`config.mk`:
```
export PLATFORM = sky130hd
export DESIGN_NAME = stack_ctrl_mc
export DESIGN_NICKNAME = d
export VERILOG_FILES = /design/src/rtl/stack_ctrl_mc.sv
export SDC_FILE = /design/constraint.sdc
export NUM_CORES = 1
export LEC_CHECK = 0
export ABC_AREA = 1
export CAP_MARGIN = 10
export CORE_MARGIN = 4
export CORE_UTILIZATION = 50
export CTS_CLUSTER_DIAMETER = 100
export CTS_CLUSTER_SIZE = 25
export DETAILED_ROUTE_END_ITERATION = 10
export PLACE_DENSITY = 0.85
export SKIP_CTS_REPAIR_TIMING = 1
export SLEW_MARGIN = 15
export SYNTH_ARGS = -nofsm -noshare
export SYNTH_HDL_FRONTEND = slang
export SYNTH_SLANG_ARGS = --single-unit
export TNS_END_PERCENT = 20
```
`constraint.sdc`:
```
create_clock -name clk -period 2.1 [get_ports clk]
set_input_delay 0.525 -clock clk [delete_from_list [all_inputs] [get_ports clk]]
set_output_delay 0.525 -clock clk [all_outputs]
set_load 0.01 [all_outputs]
```
`src/rtl/stack_ctrl_mc.sv`:
```
// Multicycle control FSM for the stack CPU: decodes the opcode, sequences the datapath strobes,
// and tracks stack occupancy so that overflow, underflow and illegal opcodes stop in a sticky FAULT state.
//
// state | meaning
// IF    | fetch instruction, advance PC (waits on mem_ready)
// ID    | decode, stack-depth check, branch
// RTYPE | pop first operand (binary ops)
// SP    | pop second operand into B
// NOT1  | pop single operand (NOT)
// ALU   | compute into B
// SAVE  | push result
// PUSH  | memory read pushed onto stack (waits on mem_ready)
// POP   | stack top written to memory (waits on mem_ready)
// JUMP  | unconditional jump
// JZ    | jump if zero flag set
// HALT  | terminal, halted=1
// FAULT | terminal, fault=1
module stack_ctrl_mc #(
  parameter int OPW    = 4,
  parameter int DEPTH  = 16,
  parameter int MEM_HS = 1,
  localparam int SPW   = $clog2(DEPTH + 1)
) (
  input  logic           clk,
  input  logic           rst,
  input  logic [OPW-1:0] opcode,
  input  logic           zero,
  input  logic           mem_ready,
  output logic           next,
  output logic           jump,
  output logic           PCL,
  output logic           LorD,
  output logic           MR,
  output logic           MW,
  output logic           LR,
  output logic           StackSrc,
  output logic           RegDst,
  output logic           ToS,
  output logic           Push,
  output logic           Pop,
  output logic           LA,
  output logic           LB,
  output logic           Ain,
  output logic           Bin,
  output logic [1:0]     ALUop,
  output logic [SPW-1:0] sp_count,
  output logic           halted,
  output logic           fault
);

  typedef enum logic [3:0] {
    S_IF, S_ID, S_RTYPE, S_SP, S_NOT1, S_ALU, S_SAVE,
    S_PUSH, S_POP, S_JUMP, S_JZ, S_HALT, S_FAULT
  } state_t;

  localparam logic [SPW-1:0] DEPTH_C = SPW'(DEPTH);

  state_t state, state_nxt;

  logic [OPW-4:0] ext;
  logic [2:0]     base;
  logic           is_base, is_halt, is_nop, depth_ok, mem_ok;

  assign ext     = opcode[OPW-1:3];
  assign base    = opcode[2:0];
  assign is_base = (ext == '0);
  assign is_halt = (&ext) && (base == 3'b111);
  assign is_nop  = (&ext) && (base == 3'b000);
  assign mem_ok  = (MEM_HS == 0) || mem_ready;

  always_comb begin
    depth_ok = 1'b1;
    if (is_base) begin
      case (base)
        3'b000, 3'b001, 3'b010: depth_ok = (sp_count >= SPW'(2));
        3'b011, 3'b101:         depth_ok = (sp_count >= SPW'(1));
        3'b100:                 depth_ok = (sp_count < DEPTH_C);
        default:                depth_ok = 1'b1;
      endcase
    end
  end

  always_ff @(posedge clk or posedge rst) begin
    if (rst) state <= S_IF;
    else     state <= state_nxt;
  end

  // Strobes are forced low while rst is high, since the reset state (IF) would otherwise drive them.
  always_comb begin
    state_nxt = state;
    next = 1'b0; jump = 1'b0; PCL = 1'b0; LorD = 1'b0; MR = 1'b0; MW = 1'b0;
    LR = 1'b0; StackSrc = 1'b0; RegDst = 1'b0; ToS = 1'b0; Push = 1'b0; Pop = 1'b0;
    LA = 1'b0; LB = 1'b0; Ain = 1'b0; Bin = 1'b0; ALUop = 2'b00;
    halted = 1'b0; fault = 1'b0;
    if (!rst) begin
      case (state)
        S_IF: begin
          next = 1'b1; PCL = 1'b1; LorD = 1'b1; MR = 1'b1; LR = 1'b1; Ain = 1'b1;
          if (mem_ok) state_nxt = S_ID;
        end
        S_ID: begin
          ToS = 1'b1; LA = 1'b1;
          if (!(is_base || is_halt || is_nop) || !depth_ok) state_nxt = S_FAULT;
          else if (is_halt) state_nxt = S_HALT;
          else if (is_nop)  state_nxt = S_IF;
          else begin
            case (base)
              3'b011:  state_nxt = S_NOT1;
              3'b100:  state_nxt = S_PUSH;
              3'b101:  state_nxt = S_POP;
              3'b110:  state_nxt = S_JUMP;
              3'b111:  state_nxt = S_JZ;
              default: state_nxt = S_RTYPE;
            endcase
          end
        end
        S_RTYPE: begin
          Pop = 1'b1; ALUop = 2'b11;
          state_nxt = S_SP;
        end
        S_SP: begin
          Pop = 1'b1; ToS = 1'b1; RegDst = 1'b1; LB = 1'b1;
          state_nxt = S_ALU;
        end
        S_NOT1: begin
          Pop = 1'b1;
          state_nxt = S_ALU;
        end
        S_ALU: begin
          Bin = 1'b1; ALUop = opcode[1:0];
          state_nxt = S_SAVE;
        end
        S_SAVE: begin
          StackSrc = 1'b1; Push = 1'b1;
          state_nxt = S_IF;
        end
        S_PUSH: begin
          MR = 1'b1;
          if (mem_ok) begin
            Push = 1'b1;
            state_nxt = S_IF;
          end
        end
        S_POP: begin
          MW = 1'b1;
          if (mem_ok) begin
            Pop = 1'b1;
            state_nxt = S_IF;
          end
        end
        S_JUMP: begin
          jump = 1'b1; PCL = 1'b1;
          state_nxt = S_IF;
        end
        S_JZ: begin
          jump = zero; PCL = zero;
          state_nxt = S_IF;
        end
        S_HALT:  halted = 1'b1;
        S_FAULT: fault = 1'b1;
        default: state_nxt = S_FAULT;
      endcase
    end
  end

  always_ff @(posedge clk or posedge rst) begin
    if (rst)       sp_count <= '0;
    else if (Push) sp_count <= sp_count + SPW'(1);
    else if (Pop)  sp_count <= sp_count - SPW'(1);
  end

endmodule

```
---- After elaboration in Yosys (flattened, before gate mapping) ----
Index checks and enable logic that the tools add are counted.
storage, ports and cells
  flip-flop bits (word level) ............. 9
  RAM bits ................................ 0
  logic and storage cells ................. 94
  latch bits .............................. 0
  memories kept ........................... 0
  ROM bits ................................ 0
cells by class
  shift operators ......................... 0
  magnitude comparators ................... 3
  muxes and demuxes ....................... 42
  reductions and logical operators ........ 21
  eq/ne operators ......................... 21
  div/mod/pow operators ................... 0
  bitwise gates (word level) .............. 3
  multipliers ............................. 0
  add/sub/neg operators ................... 2
operators by type and width
  cell                                                 number
  case mux 4 bit (8 select lines)                      1
  two-way mux 1 bit                                    26
  equality test 4 bit, second input constant           5
  two-way mux 4 bit                                    5
  case mux 4 bit (5 select lines)                      1
  equality test 4 x 3 -> 1 bit, second input constant  4
  OR reduction 2 bit                                   7
  equality test 3 bit, second input constant           4
  two-way mux 5 bit                                    2
  OR reduction 3 bit                                   3
  equality test 4 x 2 -> 1 bit, second input constant  2
  case mux 1 bit (2 select lines)                      4
  equality test 3 x 2 -> 1 bit, second input constant  2
  adder 5 x 1 -> 5 bit, second input constant          1
  >= comparator 5 x 1 -> 1 bit, second input constant  1
  >= comparator 5 x 2 -> 1 bit, second input constant  1
  less-than comparator 5 bit, second input constant    1
  subtractor 5 x 1 -> 5 bit, second input constant     1
  equality test 4 x 1 -> 1 bit, second input constant  1
  logical NOT 4 bit                                    1
  case mux 2 bit (2 select lines)                      1
  AND reduction 4 bit                                  1
  equality test 3 x 1 -> 1 bit, second input constant  1
  logical NOT 3 bit                                    1
  other kinds (9)                                      15

---- Longest topological paths before layout ----
Gate-level depths: netlist (run 1).
  depth after elaboration ................. 8
  gate-level depth with buffers ........... 12
  mapped depth without buffers ............ 12

---- Worst setup path before layout (run 1) ----
No wires, ideal clock.
  kind .................................... input-to-output
  from .................................... in rst
  to ...................................... out Push
  data required time ...................... 1.575 ns
  cell stages on the path ................. 4
  arrival time ............................ 1.260 ns
  path buffers ............................ 1
  setup slack ............................. 0.315 ns
  cell sequence ........................... inv_1 -> nand2_1 -> o21ai_4 -> buf_6
between the ends
  cells in the longest elaborated chain, start to end .. 1
RTL lines
  what               RTL line  RTL
  start, declared    25        input logic rst,
  two-way mux 1 bit  95        if (!rst) begin
  end, declared      39        output logic Push,
Every way passes these cells.

---- Worst setup path in the final report (run 1) ----
  from .................................... reg state[1]
  to ...................................... out MW
between the ends
  cells in the longest elaborated chain, start to end .. 3
RTL lines
  what                    RTL line  RTL
  start, declared         58        state_t state, state_nxt;
  start signal, assigned  85        else state <= state_nxt;
  equality test 4 bit     96        case (state)
  two-way mux 1 bit       96
  two-way mux 1 bit       95
  end, declared           34        output logic MW,
Every way passes these cells.

==> results.md, run 1 <==
- CTS Buf Count: 3
- Clock tree from TritonCTS: done
- Total nets after synthesis: ~190
- Async SR Flop Fraction: between 90% and 100%
- Remaining number of nets flagged by the antenna check after routing: 0
- Average footprint of a synthesized cell: 5.950 um^2
- Worst reg2reg endpoint: sp_count[0]
- Crit path kind: flop to output pin
- Total leakage power: 1.083 nW
- Worst stage delay on the critical path: 0.53 ns
- Complex-gate fraction of the synthesized area: 11.11%
- Setup slack of the critical path after layout: -0.3064 ns
- Remaining global-route overflow: 0
- Floorplan row count: 16
- PwrDens: 1188 nW/um^2
- Synthesized area: 1047 um^2
- Commonest register cell after synthesis: sky130_fd_sc_hd__dfrtp_1
- Internal reg-to-reg setup slack: 0.46 ns
- Shortest clock period the worst path allows after layout: 2.406 ns
- Number of non-filler instances in the completed layout: 252
- CP Cell Sequence: buf_4 -> nor2_4 -> inv_1 -> nor3_2 -> buf_4 -> clkdlybuf4s50_1
- Number of enable-type register cells in the synthesized netlist: 0
- Synth Register Bits: 9
- Nature of the critical path startpoint: flop
- Initial antenna violation count: 0
- Peak clock frequency supported by timing: 415.6 MHz
- Total GRT Usage: between 20% and 30%
- Worst hold-check path type: input port to async pin
- Post-Place Setup Slack: -0.4729 ns
- Peak ir drop on the vdd network: 0.9703 mV
- H-tree depth: 1
- Vias per cell: 5.107
- Endpoint type of the worst setup path: output pin
- Global-route wire length before repair: 4692 um
- Nets: 238
- Capture point of the critical path: MW
- Unique cell type count in the Yosys netlist: 28
- Number of top-level pins: 33
- Area growth from synthesis to layout: 52.81%
- Final period util: 114.6%
- Post-synthesis mux area share: 0%
- Fraction of layout cells with a size suffix above 1: a little over a fifth
- Quantity of I/O buffers inserted on ports: 32
- Portion of the post-synthesis area used by sequential elements: between 20% and 30%
- Yosys warns: 0
- Max transition margin: 80.09%
- Actual transition at the worst max-transition pin: ~0.30 ns
- Slowest CP cell: sky130_fd_sc_hd__clkdlybuf4s50_1
- Parity-gate share of the synthesized area counting xor and xnor cells: 6.691%
- WP depth: 6
- Horizontal extent of the die: 53.77 um
- Die Ht: 53.77 um
- Hold violation count in the final report: 0
- TritonRoute pass-1 iters: 4
- Top library cells by usage in the layout, fill and taps aside: sky130_fd_sc_hd__nand2_1, sky130_fd_sc_hd__nor2_1, sky130_fd_sc_hd__buf_4, sky130_fd_sc_hd__inv_1, sky130_fd_sc_hd__dlymetal6s2s_1
- Worst-skew pair later-pin latency: 0.26 ns
- Core area: 1982 um^2
- Final number of setup-violating endpoints: 3
- Launch point of the worst reg-to-reg path: state[1]
- Skew final: 0.005201 ns
- Sum of met2 wire segment lengths after detailed routing: 1594 um
- Master cell of the clock root buffer: sky130_fd_sc_hd__clkbuf_4
- Die Area: 2891 um^2
- Status: complete, but fails checks
- Largest net degree at the start of global routing: 12
- Clk buf depth: 2
- DR DRC count: 0
- Total inserted antenna cells: 0
- Met3 wirelength from detailed routing: 157 um
- Dominant combinational cell family by area after synthesis: simple AND/OR/NAND/NOR gates
- Crit path required time: 1.57 ns
- Depth of the worst register-to-register path: 10
- Starting density of the core: 52.84%
- Final HPWL from detailed placement: ~2300 um
- Detailed Route WL: 3047 um
- Max cap viols: 0
- WL/cell: 12.09 um
- Top layer used by detailed routing: met4
- First element of the critical path: state[1]
- Total via count in the routed design: 1,287
- Basic-gate share of the synthesized area counting and, or, nand and nor cells: a little over two fifths
- Register clock-pin slew on the reported worst setup and hold paths: 0.07 ns
- Drt initial violations: 28
- Area share of fa/ha/maj cells after synthesis: between 4 and 5%
- Most prevalent standard cell on the critical path: sky130_fd_sc_hd__buf_4
- Number of pins exceeding their max-slew limit in the final report: 0
- Placer Congestion: 0.8862
- Buffers & Inverters on Critical Path: 4
- Maximum net fanout on the critical path: 6
- Cell family with the largest share of critical-path delay: buffers and inverters
- Count of placed standard cells including taps: about 250
- Number of global-route vias before repair: 1,146
- Final standard cell utilization of the core: 80.74%
- Failing checks: negative setup slack
- Post-Route M1 WL: 1259 um
- Leading cell type in the layout, fill and taps excluded: sky130_fd_sc_hd__nand2_1
- Unrepaired setup endpoints after global routing: true
- Gate count after technology mapping: 176
- Clock Sink Count: 9
- WP data arrival: 1.88 ns
power by group:
group	switching [mW]	internal (mW)
clock	0.0648	0.0704
sequential	0.115	0.259
combinational	0.751	0.641
flip-flops by register name, indices dropped and copies added (netlist names):
name,cells
sp_count,5
state,4
layout make-up:
cell class	instances	area (um^2)
clock buffers	3	22.52
multi-input cells	138	721.9
flip-flops and latches	9	226.5
repair buffers	52	508.0
clock inverters	1	5.005
inverters	22	82.58
well taps	27	33.78
fillers	136	381.6
logic make-up after synthesis:
kind of cell               Yosys count
AOI/OAI and AO/OA                   19
xor gates and xnor gates             8
and+or+nand+nor                    107
DFF                                  9
adders and majority gates            4
buffers and inverters               29
stage by stage:
stage / total power, mW / setup TNS (ns) / instance area [um^2] / hold WS, ns
final: 1.902 / -0.5291 / 1600 / 0.4283
after CTS: 1.820 / -7.618 / 1506 / 0.5147
after detailed placement: 1.670 / -7.528 / 1479 / 0.5018
after global routing: 2.071 / -0.9966 / 1600 / 0.4629
after global placement: 1.619 / -6.901 / 1479 / 0.4971
after floorplan: 1.156 / 0 / 1047 / 0.3773
worst min-delay path by stage:
stage	startpoint	cells after the start	to	slack, ns
after floorplan	rst	1	sp_count[0]	0.38
after global placement	sp_count[4]	2	sp_count[4]	0.50
after detailed placement	sp_count[4]	2	sp_count[4]	0.50
after CTS	sp_count[4]	2	sp_count[4]	0.51
after global routing	rst	3	sp_count[3]	0.46
final	rst	3	sp_count[3]	0.43
synth_stat cells, types with 3 or more instances:
library cell	count	area, um^2
sky130_fd_sc_hd__xor2_1	6	52.55
sky130_fd_sc_hd__inv_1	18	67.56
sky130_fd_sc_hd__a21oi_1	7	35.03
sky130_fd_sc_hd__buf_4	4	30.03
sky130_fd_sc_hd__o21ai_0	4	20.02
sky130_fd_sc_hd__nor2_2	3	18.77
sky130_fd_sc_hd__o21ai_1	3	15.01
sky130_fd_sc_hd__nand3_1	14	70.07
sky130_fd_sc_hd__nor2_1	24	90.09
sky130_fd_sc_hd__ha_1	4	50.05
sky130_fd_sc_hd__nand2_1	59	221.5
sky130_fd_sc_hd__dfrtp_1	9	225.2
sky130_fd_sc_hd__inv_2	4	15.01
worst reg2reg max path, delay by kind of cell, from the launching register on:
family | cells | cell delay, ns
XOR/XNOR | 1 | 0.16
flip-flops | 1 | 0.42
AO/OA/AOI/OAI | 1 | 0.18
AND/OR/NAND/NOR | 5 | 0.40
buffers and inverters | 3 | 0.43
layer usage:
metal  up-vias  global-route usage, %
met5         -                      0
met4         0                  8.511
met3         5                  2.216
met2        34                  38.31
met1       603                  27.47
li1        645                      -
Power figures use the tool's default switching activity.
==> run 2, diff against run 1 <==
CELL_PAD_IN_SITES_DETAIL_PLACEMENT = 0   (was unset)
CELL_PAD_IN_SITES_GLOBAL_PLACEMENT = 1   (was unset)
CORE_UTILIZATION = 33   (was 50)
CTS_BUF_LIST = sky130_fd_sc_hd__clkbuf_4 sky130_fd_sc_hd__clkbuf_8 sky130_fd_sc_hd__clkbuf_16   (was unset)
PLACE_DENSITY = unset   (was 0.85)
PLACE_DENSITY_LB_ADDON = 0.1   (was unset)
==> run 2 against run 1 <==
Against the previous run: the flow still finishes with violations (negative setup slack); non-clock buffer count is 4 higher; utilization is 26 points lower; total power is 0.52% higher; clock power is 6% higher; combinational power hardly changed; first-iteration DRC count is 57% lower; sequential share of layout area is 0.46 points lower; register-to-register slack hardly changed; critical endpoint unchanged.
==> results.md, run 2 (synthesized netlist as in run 1, its figures left out) <==
- Status: complete, but fails checks
- Failing checks: negative setup slack
- Cell family with the largest share of critical-path delay: buffers and inverters
- Proportion of power drawn by combinational gates: 72.3% (-0.9 points)
- DR DRC count: 0 (unchanged)
- Maximum net fanout on the critical path: 7 (+1)
- Vias per cell: 4.429 (-13%)
- Launch point of the worst reg-to-reg path: state[3]
- Final instance area: 1663 um^2 (+3.9%)
- CTS Buf Count: 3 (unchanged)
- Final number of setup-violating endpoints: 3 (unchanged)
- Setup slack of the critical path after layout: -0.1865 ns (+0.1199 ns)
- Initial antenna violation count: 0 (unchanged)
- Number of non-filler instances in the completed layout: 273 (+8.3%)
- Worst hold-check path type: input port to async pin
- Floorplan row count: 20 (+4)
- Register ranked first by flip-flop count: sp_count
- Clock Sink Count: 9 (unchanged)
- CP Cell Sequence: nor2_4 -> inv_1 -> nor3_2 -> buf_4 -> clkdlybuf4s50_1
- PwrDens: 1150 nW/um^2 (-3.3%)
- WP data arrival: 1.76 ns (-0.12 ns)
- Total leakage power: 1.117 nW (+3.1%)
- Part of the total power dissipated in the clock network: 7.5% (+0.4 points)
- Total GRT Usage: 13.84% (-8.1 points)
- Peak clock frequency supported by timing: 437.4 MHz (+5.2%)
- Nature of the critical path startpoint: flop
- Worst reg2reg endpoint: sp_count[4]
- Internal reg-to-reg setup slack: 0.45 ns (about the same)
- Top flop regs: sp_count (5), state (4)
- Global-route wire length before repair: 4685 um (-0.15%)
- Max transition margin: 80.77% (+0.68 points)
- Endpoint type of the worst setup path: output pin
- Die Ht: 64.34 um (+20%)
- Switching power as a share of total power: 46.73% (-2.2 points)
- Core area: 3053 um^2 (+54%)
- Skew final: 0.006798 ns (+0.001598 ns)
- Die Area: 4139 um^2 (+43%)
- Peak ir drop on the vdd network: 0.6675 mV (-31%)
- Leading cell type in the layout, fill and taps excluded: sky130_fd_sc_hd__nand2_1
- Top library cells by usage in the layout, fill and taps aside: sky130_fd_sc_hd__nand2_1, sky130_fd_sc_hd__buf_4, sky130_fd_sc_hd__nor2_1, sky130_fd_sc_hd__dlymetal6s2s_1, sky130_fd_sc_hd__inv_1
- Detailed Route WL: 2802 um (-8.0%)
- Master cell of the clock root buffer: sky130_fd_sc_hd__clkbuf_4
- Number of global-route vias before repair: 1,124 (-1.9%)
- Count of placed standard cells including taps: 268 (+9.4%)
- Worst-skew pair later-pin latency: 0.26 ns (about the same)
- Final HPWL from detailed placement: 2350 um (+4.3%)
- Sequential cell fraction of total power: 20.2% (+0.5 points)
- Drt initial violations: 12 (-57%)
- Largest net degree at the start of global routing: 12 (unchanged)
- Number of top-level pins: 33 (unchanged)
- Total via count in the routed design: 1,209 (-6.1%)
- Max cap viols: 0 (unchanged)
- Buffers & Inverters on Critical Path: 3 (-1)
- Hold violation count in the final report: 0 (unchanged)
- Crit path required time: 1.57 ns (about the same)
- Register clock-pin slew on the reported worst setup and hold paths: 0.06 ns (about the same)
- Shortest clock period the worst path allows after layout: 2.286 ns (-0.1199 ns)
- Remaining global-route overflow: 0 (unchanged)
- Fraction of layout cells with a size suffix above 1: 23.14% (+2.3 points)
- Switching component of the power: 893.3 uW (-4.1%)
- Slowest CP cell: sky130_fd_sc_hd__clkdlybuf4s50_1
- Depth of the worst register-to-register path: 11 (+1)
- Actual transition at the worst max-transition pin: 0.2880 ns (-0.01023 ns)
- Final hold slack: 0.4175 ns (-0.01084 ns)
- Largest register FFs: 5 (unchanged)
- Clk buf depth: 2 (unchanged)
- Quantity of I/O buffers inserted on ports: 32 (unchanged)
- Nets: 242 (+1.7%)
- Horizontal extent of the die: 64.34 um (+20%)
- Crit path kind: flop to output pin
- TritonRoute pass-1 iters: 4 (unchanged)
- Remaining number of nets flagged by the antenna check after routing: 0 (unchanged)
- Placer Congestion: 0.8625 (-2.7%)
- Unrepaired setup endpoints after global routing: true
- Final period util: 108.9% (-5.7 points)
- Clock tree from TritonCTS: done
- Filler instances: 307 (+130%)
- Total negative setup slack: -0.3831 ns (+0.1460 ns)
- Internal: 1.018 mW (+4.9%)
- Area growth from synthesis to layout: 58.78%
- H-tree depth: 1 (unchanged)
- Area of placed instances: 1545 um^2 (+4.5%)
- WL/cell: 10.26 um (-15%)
- Total inserted antenna cells: 0 (unchanged)
- Starting density of the core: 34.30% (-19 points)
- Number of pins exceeding their max-slew limit in the final report: 0 (unchanged)
- Worst stage delay on the critical path: 0.52 ns (about the same)
-- run 2: worst min-delay path, stage by stage --
cell and delay [ns]:
sky130_fd_sc_hd__dlymetal6s2s_1 0.20, sky130_fd_sc_hd__inv_2 0.12, sky130_fd_sc_hd__buf_4 0.15
-- run 2: layout make-up --
cell class	count	area (um^2)	area share (%)
Timing Repair Buffer	56	545.5	32.81
Inverter	22	82.58	4.966
Clock buffer	4	30.03	1.806
Multi-Input combinational cell	138	721.9	43.42
Tap cell	44	55.05	3.311
Sequential cell	9	227.7	13.69
-- run 2: how the worst max path moves through the flow --
| stage | from | end | slack [ns] | depth (start not counted) |
|---|---|---|---|---|
| 6_report | state[1] | MW | -0.19 | 5 |
| 3_5_place_dp | rst | Ain | -0.48 | 4 |
| 4_1_cts | rst | Ain | -0.48 | 4 |
| 3_3_place_gp | rst | Ain | -0.45 | 4 |
| 5_1_grt | state[1] | MW | -0.32 | 5 |
| 2_1_floorplan | rst | Push | 0.31 | 4 |
-- run 2: power groups by stage --
stage / combinational [mW] / sequential, mW / clock (mW)
finish: 1.38 / 0.387 / 0.143
floorplan: 0.787 / 0.369 / 0
detailed placement: 1.34 / 0.386 / 0
CTS: 1.35 / 0.383 / 0.149
global placement: 1.34 / 0.381 / 0
global route: 1.55 / 0.403 / 0.163
-- run 2: through the flow --
step	power [mW]	setup WS [ns]	utilization [%]
after floorplan	1.156	0.3150	-
after global placement	1.716	-0.4501	50.61
after detailed placement	1.727	-0.4780	50.61
after CTS	1.881	-0.4828	51.60
after global routing	2.116	-0.3220	54.47
final	1.912	-0.1865	54.47
-- run 2: metal layers --
metal  GRT usage [%]  vias up  routed length [um]
met1           16.24      529                1260
li1                -      653                   -
met3           2.460        2                  83
met4           3.166        0                  14
met2           25.77       25                1444
met5               0        -                   0
